$ cat config.mk
export PLATFORM = sky130hd
export DESIGN_NAME = matrix_stimulus_rt
export DESIGN_NICKNAME = d
export VERILOG_FILES = /design/src/rtl/matrix_stream_pkg.sv /design/src/rtl/cycle_timer.sv /design/src/rtl/matrix_stimulus_rt.sv
export SDC_FILE = /design/constraint.sdc
export NUM_CORES = 1
export LEC_CHECK = 0
export ABC_AREA = 1
export BUFFER_PORTS_ARGS = -buffer_cell sky130_fd_sc_hd__buf_4
export CAP_MARGIN = 15
export CELL_PAD_IN_SITES_DETAIL_PLACEMENT = 1
export CELL_PAD_IN_SITES_GLOBAL_PLACEMENT = 2
export CORE_MARGIN = 2
export CORE_UTILIZATION = 34
export DETAILED_ROUTE_END_ITERATION = 7
export PLACE_DENSITY_LB_ADDON = 0.3
export SLEW_MARGIN = 20
export SYNTH_ARGS = -nofsm -noshare
export SYNTH_HDL_FRONTEND = slang
export SYNTH_SLANG_ARGS = --single-unit
$ cat constraint.sdc
create_clock -name clk -period 7.8 [get_ports clk]
set_clock_uncertainty 0.15 [all_clocks]
set_input_delay 0.39 -clock clk [delete_from_list [all_inputs] [get_ports clk]]
set_output_delay 0.39 -clock clk [all_outputs]
set_load 0.02 [all_outputs]
$ cat src/rtl/matrix_stream_pkg.sv
// Shared constants and FSM encoding for the matrix-multiplier stream stimulus.
package matrix_stream_pkg;

  localparam int unsigned AxisDataWidth = 32;

  typedef enum logic [2:0] {
    StWait,
    StSendA,
    StSendB,
    StGap,
    StDone
  } stream_state_e;

  // Index width for a frame of 2*dim*dim words (never narrower than one bit).
  function automatic int unsigned word_idx_width(input int unsigned dim);
    int unsigned w;
    w = $clog2(2 * dim * dim);
    return (w == 0) ? 1 : w;
  endfunction

endpackage

$ cat src/rtl/cycle_timer.sv
// Up-counting cycle timer: restarts at zero on load, flags the final cycle of a
// limit-cycle interval while enabled.
module cycle_timer #(
  parameter int unsigned Width = 20
) (
  input  logic             clk_i,
  input  logic             rst_ni,
  input  logic             load_i,
  input  logic             en_i,
  input  logic [Width-1:0] limit_i,
  output logic             tc_o
);

  logic [Width-1:0] count_q, count_d;
  logic [Width:0]   count_inc;

  assign count_inc = {1'b0, count_q} + 1'b1;
  // A limit of zero behaves like one so the timer can never stall.
  assign tc_o      = count_inc >= {1'b0, limit_i};

  always_comb begin
    count_d = count_q;
    if (load_i) begin
      count_d = '0;
    end else if (en_i) begin
      count_d = count_inc[Width-1:0];
    end
  end

  always_ff @(posedge clk_i or negedge rst_ni) begin
    if (!rst_ni) begin
      count_q <= '0;
    end else begin
      count_q <= count_d;
    end
  end

endmodule

$ cat src/rtl/matrix_stimulus_rt.sv
// Self-timed AXI-Stream source: after a start delay, sends constant-filled A then B
// matrices per frame, with optional gap, frame limit and word-0 error injection.
module matrix_stimulus_rt
  import matrix_stream_pkg::*;
#(
  parameter int unsigned              Start_Delay = 20000,
  parameter int unsigned              Gap_Cycles  = 16,
  parameter int unsigned              Num_Frames  = 1,
  parameter int unsigned              DIM         = 3,
  parameter logic [AxisDataWidth-1:0] Val_A       = 32'd2,
  parameter logic [AxisDataWidth-1:0] Val_B       = 32'd7
) (
  input  logic                     clk,
  input  logic                     reset,
  output logic [AxisDataWidth-1:0] input_r_TDATA_0,
  output logic                     input_r_TVALID_0,
  input  logic                     input_r_TREADY_0,
  output logic                     input_r_TLAST_0,
  input  logic                     inject_error,
  output logic [7:0]               Frames_Sent,
  output logic                     done
);

  localparam int unsigned           TimerWidth = 20;
  localparam int unsigned           IdxWidth   = word_idx_width(DIM);
  localparam logic [IdxWidth-1:0]   LastWordA  = IdxWidth'(DIM * DIM - 1);
  localparam logic [IdxWidth-1:0]   LastWord   = IdxWidth'(2 * DIM * DIM - 1);
  localparam logic [TimerWidth-1:0] StartLimit = TimerWidth'(Start_Delay);
  localparam logic [TimerWidth-1:0] GapLimit   = TimerWidth'(Gap_Cycles);
  localparam logic [7:0]            FrameLimit = 8'(Num_Frames);

  stream_state_e              state_q, state_d;
  logic [IdxWidth-1:0]        idx_q, idx_d;
  logic                       err_q, err_d;
  logic [7:0]                 frames_q, frames_d, frames_inc;
  logic                       done_q, done_d;
  logic                       tvalid_q, tvalid_d;
  logic                       tlast_q, tlast_d;
  logic [AxisDataWidth-1:0]   tdata_q, tdata_d;
  logic                       fire;
  logic                       timer_load, timer_en, timer_tc;
  logic [TimerWidth-1:0]      timer_limit;

  assign fire        = tvalid_q & input_r_TREADY_0;
  assign frames_inc  = (frames_q == 8'hFF) ? frames_q : frames_q + 8'd1;
  assign timer_limit = (state_q == StGap) ? GapLimit : StartLimit;

  cycle_timer #(
    .Width (TimerWidth)
  ) u_cycle_timer (
    .clk_i   (clk),
    .rst_ni  (reset),
    .load_i  (timer_load),
    .en_i    (timer_en),
    .limit_i (timer_limit),
    .tc_o    (timer_tc)
  );

  always_comb begin
    state_d    = state_q;
    idx_d      = idx_q;
    err_d      = err_q;
    frames_d   = frames_q;
    done_d     = done_q;
    timer_load = 1'b0;
    timer_en   = 1'b0;

    unique case (state_q)
      StWait: begin
        timer_en = 1'b1;
        if (timer_tc) begin
          state_d = StSendA;
          idx_d   = '0;
          err_d   = inject_error;
        end
      end
      StSendA: begin
        if (fire) begin
          idx_d = idx_q + 1'b1;
          if (idx_q == LastWordA) begin
            state_d = StSendB;
          end
        end
      end
      StSendB: begin
        if (fire) begin
          if (idx_q == LastWord) begin
            frames_d = frames_inc;
            if (FrameLimit != 8'd0 && frames_inc == FrameLimit) begin
              state_d = StDone;
              done_d  = 1'b1;
            end else if (Gap_Cycles == 0) begin
              state_d = StSendA;
              idx_d   = '0;
              err_d   = inject_error;
            end else begin
              state_d    = StGap;
              timer_load = 1'b1;
            end
          end else begin
            idx_d = idx_q + 1'b1;
          end
        end
      end
      StGap: begin
        timer_en = 1'b1;
        if (timer_tc) begin
          state_d = StSendA;
          idx_d   = '0;
          err_d   = inject_error;
        end
      end
      StDone: begin
        done_d = 1'b1;
      end
      default: begin
        state_d = StWait;
      end
    endcase

    // Outputs are registered from next state, so a stalled word simply re-registers itself.
    tvalid_d = (state_d == StSendA) || (state_d == StSendB);
    tlast_d  = (state_d == StSendB) && (idx_d == LastWord);
    tdata_d  = '0;
    if (state_d == StSendA) begin
      tdata_d = (err_d && idx_d == '0) ? Val_A + 32'd1 : Val_A;
    end else if (state_d == StSendB) begin
      tdata_d = Val_B;
    end
  end

  always_ff @(posedge clk or negedge reset) begin
    if (!reset) begin
      state_q  <= StWait;
      idx_q    <= '0;
      err_q    <= 1'b0;
      frames_q <= '0;
      done_q   <= 1'b0;
      tvalid_q <= 1'b0;
      tlast_q  <= 1'b0;
      tdata_q  <= '0;
    end else begin
      state_q  <= state_d;
      idx_q    <= idx_d;
      err_q    <= err_d;
      frames_q <= frames_d;
      done_q   <= done_d;
      tvalid_q <= tvalid_d;
      tlast_q  <= tlast_d;
      tdata_q  <= tdata_d;
    end
  end

  assign input_r_TDATA_0  = tdata_q;
  assign input_r_TVALID_0 = tvalid_q;
  assign input_r_TLAST_0  = tlast_q;
  assign Frames_Sent      = frames_q;
  assign done             = done_q;

endmodule
Yosys cells after proc, flatten, opt, wreduce, memory -nomap -nowiden

Cells that the tools add are included.

Word-level logic and storage cells: 68
Flip-flop bits (word level): 72
Input port bits: 4

Bitwise logic cells: 1
Order comparisons: 1
Equal/unequal tests: 14
Reductions and logical operators: 10
Muxes and demuxes: 30
Add/sub/neg operators: 3

Operators by type and width:

| operator                                             | count |
|---|---|
| 2-to-1 mux 20 bit                                    | 2 |
| 2-to-1 mux 3 bit                                     | 8 |
| adder 20 x 1 -> 21 bit (second input constant)       | 1 |
| greater-or-equal comparator 21 x 15 -> 1 bit         | 1 |
| 2-to-1 mux 5 bit                                     | 4 |
| 2-to-1 mux 15 bit                                    | 1 |
| one-hot mux 5 bit (3 select lines)                   | 1 |
| one-hot mux 3 bit (4 select lines)                   | 1 |
| 2-to-1 mux 1 bit                                     | 11 |
| equality test 5 bit (second input constant)          | 2 |
| equality test 3 x 2 -> 1 bit (second input constant) | 3 |
| adder 8 x 1 -> 8 bit (second input constant)         | 1 |
| equality test 8 x 1 -> 1 bit (second input constant) | 1 |
| equality test 8 bit (second input constant)          | 1 |
| 2-to-1 mux 8 bit                                     | 1 |
| equality test 3 x 1 -> 1 bit (second input constant) | 2 |
| != test 2 bit (second input constant)                | 3 |
| adder 5 x 1 -> 5 bit (second input constant)         | 1 |
| equality test 5 x 4 -> 1 bit (second input constant) | 1 |
| zero test 5 bit                                      | 1 |
| AND reduction 4 bit                                  | 1 |
| nonzero test 2 bit                                   | 2 |
| equality test 3 bit (second input constant)          | 1 |
| zero test 3 bit                                      | 1 |
| other kinds (6)                                      | 7 |

Longest topological paths before layout

Depth after elaboration: 10
Depth in mapped cells: 22
Mapped depth without buffers: 22

Modules after synthesis

From an unflattened synthesis, not the netlist that was laid out.

Cells, all modules: 530
Area total of the unflattened synthesis: 3633.5 um^2

Modules (own cells, without submodules):

| module             | cells an instance | sequential area each (um^2) | times used | area an instance (um^2) |
|---|---|---|---|---|
| cycle_timer        | 287               | 500.5                       | 1          | 1913.1 |
| matrix_stimulus_rt | 243               | 550.5                       | 1          | 1720.4 |

Worst setup path after synthesis

Ideal clock, no wire load.

Path type: register -> register
From: register u_cycle_timer.count_q[0]
To: register tdata_q[0], in the netlist input_r_TDATA_0[0]
Period minus slack after synthesis: 2.640 ns
Required time: 7.534 ns
Slack: 5.160 ns
Cell stages (with the launch flop): 21
Arrival time: 2.374 ns
Buffers on the path: 0
Path through: dfrtp_1 ha_1 nand2_2 nor2_4 nand2_4 inv_1 nand2_1 nor2_1 xor2_1 inv_1 ha_1 a21oi_2 nand2_1 nor2_4 nand2_2 nand2_2 nand2_1 nand2_2 nor2_1 nand2_1 nand2_1

RTL lines:

| what                                             | line                                                | text |
|---|---|---|
| start: declaration                               | cycle_timer.sv:14                                   | `logic [Width-1:0] count_q, count_d;` |
| start signal: assignment                         | cycle_timer.sv:34                                   | `count_q <= count_d;` |
| adder 20 x 1 -> 21 bit (*)                       | cycle_timer.sv:17                                   | `assign count_inc = {1'b0, count_q} + 1'b1;` |
| greater-or-equal comparator 21 x 15 -> 1 bit (*) | cycle_timer.sv:19                                   | `assign tc_o = count_inc >= {1'b0, limit_i};` |
| 2-to-1 mux 3 bit (*)                             | matrix_stimulus_rt.sv:71, matrix_stimulus_rt.sv:107 |  |
| one-hot mux 3 bit (4 select lines) (*)           | matrix_stimulus_rt.sv:68                            | `unique case (state_q)` |
| via state_d[0]                                   | matrix_stimulus_rt.sv:32                            | `stream_state_e state_q, state_d;` |
| equality test 3 x 2 -> 1 bit                     | matrix_stimulus_rt.sv:127                           | `end else if (state_d == StSendB) begin` |
| 2-to-1 mux 3 bit                                 | matrix_stimulus_rt.sv:127                           |  |
| 2-to-1 mux 3 bit (*)                             | matrix_stimulus_rt.sv:125                           | `if (state_d == StSendA) begin` |
| via tdata_d[0]                                   | matrix_stimulus_rt.sv:39                            | `logic [AxisDataWidth-1:0] tdata_q, tdata_d;` |
| end signal: assignment                           | matrix_stimulus_rt.sv:150                           | `tdata_q <= tdata_d;` |
| end: declaration                                 | matrix_stimulus_rt.sv:39                            |  |

Mark *: on every way through the listed nets, which the timed path passes. The rest lies on a longest branch.
A chain may end at the register's enable or synchronous reset.

Worst setup path after layout

From: register state_q[2]
To: register u_cycle_timer.count_q[19]

Cells in the longest elaborated chain, start to end: 4

RTL lines:

| what                                                                   | line                      | text |
|---|---|---|
| start: declaration                                                     | matrix_stimulus_rt.sv:32  |  |
| start signal: assignment                                               | matrix_stimulus_rt.sv:134 | `state_q <= StWait;` |
| start signal: assignment                                               | matrix_stimulus_rt.sv:143 | `state_q <= state_d;` |
| equality test 3 x 2 -> 1 bit / zero test 3 bit (equally long branches) | matrix_stimulus_rt.sv:68  |  |
| OR reduction 2 bit (no line)                                           | n/a                       |  |
| 2-to-1 mux 1 bit                                                       | matrix_stimulus_rt.sv:68  |  |
| nonzero test 2 bit (no line)                                           | n/a                       |  |

Several ways; a longest one is shown, not always the timed one.

==> summary.md <==
| Metric | Value |
|---|---|
| Vias per inst | `4.64` |
| Initial antenna violation count | `0` |
| Setup TNS | `0 ps` |
| Diodes inserted | `0` |
| Count leader, synth | `nand2_1` |
| Peak VDD IR | `approximately 0.12 mV` |
| Routed vias | `2,650` |
| CTS sink count | `42` |
| Hold Path Class | `input port to flop` |
| GRT overflow | `0` |
| Worst-path clk slew | `about 90 ps` |
| Final Cell Area | `3370 µm²` |
| Main synth FF type | `dfrtp_1` |
| Clk buf depth | `2` |
| Reg2reg end | `u_cycle_timer.count_q[19]$_DFFE_PN0P_` |
| Yosys warning count | `0` |
| Post-synth top area share | `33.9%` |
| DP Area | `3220 µm²` |
| Nets | `478` |
| Global-route wire length before repair | `between 10,000 and 15,000 µm` |
| Initial Utilization | `35.2%` |
| Post-CTS Resized | `0` |
| Reg-to-Reg Start | `state_q[2]$_DFF_PN0_` |
| Minimum clock period | `3340 ps` |
| Filler cells | `1,113` |
| RSZ-0062 raised after global routing | `false` |
| Crit end category | `flop` |
| DRT antenna net count | `0` |
| Leak | `1.73 nW` |
| Final hold vios | `0` |
| Initial drt markers | `64` |
| Post-DP HPWL | `6120 µm` |
| Outcome | `complete, no violations` |
| IO Pins | `47` |
| Power per cell area | `321 nW/µm²` |
| Syn_area_per_cell | `around 7 µm²` |
| Die area | `9910 µm²` |
| Critical path class | `flop to flop` |
| Critical Path Start Type | `flop` |
| CTS root buf | `clkbuf_8` |
| Worst slew pin tran | `910 ps` |
| Post-synthesis sequential area ratio | `33.9%` |
| Vias in the first global route | `2,783` |
| Rows | `34` |
| DR pass1 iterations | `4` |
| Port Buffers | `17` |
| Max FO, Critical Path | `20` |
| Netlist cell types | `32` |
| Leading post-synthesis cells by cell area | `dfrtp_1 34%, nand2_1 14%, buf_4 7.5%` |
| Core footprint | `approximately 8800 µm²` |
| H-tree depth | `2` |
| Max-slew headroom | `39.1%` |
| P&R area growth vs syn | `8.59%` |
| GPL Wtd Cong | `about 0.85` |
| Gr usage total | `between 10% and 20%` |
| Post-synth top area cell | `dfrtp_1` |
| DRC | `0` |
| Syn Inst Count | `445` |
| Multi-input gate area | `around 1700 µm²` |
| Die Ht | `about 100 µm` |
| Drt wl/cell | `13.6 µm` |
| Max-cap violations | `0` |
| Post-synthesis cell area | `slightly above 3000 µm²` |
| Hold Path Stages | `3` |
| Synthesis-stage register bit count | `42` |
| Clock latency on the worst-skew pair | `300 ps` |
| Hold path start | `inject_error` |
| Period utilization | `roughly 43%` |
| Number of synthesized flops with an enable pin | `0` |
| Final wirelength | `7740 µm` |
| Reg2Reg Depth | `10` |
| Post-synth ARST share | `100%` |
| Fmax | `0.299 GHz` |
| Fin. max-slew vios | `0` |
| Share of cells above drive strength 1 | `11.4%` |
| Die X | `99.5 µm` |
| Data arrival time of the critical path | `3380 ps` |
| Top post-synthesis cells by count | `115 x nand2_1, 54 x inv_1, 51 x nor2_1, 42 x dfrtp_1, 38 x nand3_1` |
| CTS Hold Buffers Added | `1` |
| Number of buffers created by CTS | `5` |
| Finish-stage setup viols | `0` |
| FF/Latch Area | `between 1000 and 1500 µm²` |
| CTS tree | `built` |
| Hold endpoint | `err_q$_DFF_PN0_` |
| R2r setup slk | `4460 ps` |
| Largest net degree at the start of global routing | `43` |
| Setup Fix Bufs, Post-CTS | `0` |
| CP required | `around 8000 ps` |
==> layout make-up <==
type / count / share of cell area, %
clock buffer: 6 / 2.45
clock inverter: 2 / 1.78
inverter: 58 / 6.46
multi-input combinational: 337 / 50.0
sequential: 42 / 31.2
tap: 108 / 4.01
timing repair buffer: 18 / 4.08
==> state kept, by name, summed over array words and instances (netlist names), named ones only <==
signal                 count
Frames_Sent                7
input_r_TLAST_0            1
idx_q                      5
state_q                    3
input_r_TVALID_0           1
done                       1
input_r_TDATA_0            2
u_cycle_timer.count_q     20
err_q                      1
==> critical path, stage by stage (launching register included) <==
cell and delay (ps):
dfrtp_1 510, nor2_1 200, inv_1 70, nor2_1 470, inv_1 90, nand2_1 540
inv_1 430, nand2_1 500, nor2_1 80, a21oi_1 130, inv_1 60
==> cells in the final DEF (no fill, tap or decap), types with 3 or more instances in the layout <==
| master | instances |
|---|---|
| nand2_1 | 115 |
| inv_1 | 54 |
| nor2_1 | 51 |
| dfrtp_1 | 42 |
| nand3_1 | 38 |
| conb_1 | 29 |
| o21ai_0 | 22 |
| buf_4 | 17 |
| xor2_1 | 14 |
| nand2_2 | 12 |
| ha_1 | 12 |
| a21oi_1 | 9 |
| nor2_2 | 6 |
| nand4_1 | 6 |
| clkbuf_8 | 6 |
| nor2_4 | 4 |
| nor3_1 | 4 |
| clkinv_1 | 3 |
==> through the flow <==
stage / worst slack (ps) / hold slack (ps) / utilization (%) / cells / total power [mW]
floorplan: 5160 / -55.6 / - / 473 / 0.746
global placement: 4560 / 276 / 36.5 / 562 / 0.860
detailed placement: 4430 / 277 / 36.5 / 562 / 0.873
CTS: 4400 / 239 / 38.3 / 571 / 1.10
global route: 4060 / 248 / 38.3 / 571 / 1.19
finish: 4460 / 246 / 38.3 / 571 / 1.08
==> cells by family after synthesis <==
logic type               after synthesis  synth area share, %
buffers and inverters                 94                 15.2
AND/OR/NAND/NOR                      242                 34.8
AO/OA/AOI/OAI                         39                 6.94
XOR/XNOR                              15                 4.23
other                                  1                0.121
flip-flops                            42                 33.9
adder cells (fa/ha/maj)               12                 4.84
==> worst max path at each step <==
stage / start / to / cells after the start
after floorplan: u_cycle_timer.count_q[0]$_DFFE_PN0P_ / input_r_TDATA_0[0]$_DFF_PN0_ / 20
after global placement: state_q[2]$_DFF_PN0_ / u_cycle_timer.count_q[19]$_DFFE_PN0P_ / 10
after detailed placement: state_q[2]$_DFF_PN0_ / u_cycle_timer.count_q[18]$_DFFE_PN0P_ / 10
after CTS: state_q[2]$_DFF_PN0_ / u_cycle_timer.count_q[19]$_DFFE_PN0P_ / 10
after global routing: state_q[2]$_DFF_PN0_ / u_cycle_timer.count_q[18]$_DFFE_PN0P_ / 10
final: state_q[2]$_DFF_PN0_ / u_cycle_timer.count_q[19]$_DFFE_PN0P_ / 10
==> metal layers <==
layer | GRT usage [%] | share of wire (%)
met2 | 28.9 | 49
met3 | 2.18 | 2.4
met5 | 0 | 0
met1 | 22.7 | 48
met4 | 2.53 | 0.48
==> power by group <==
group,switching [mW],total [mW],internal (mW)
Clock,0.0820,0.219,0.137
Sequential,0.0752,0.361,0.286
Combinational,0.346,0.502,0.156
Total,0.503,1.08,0.579
Note: power is estimated with default switching activity, not from simulation.
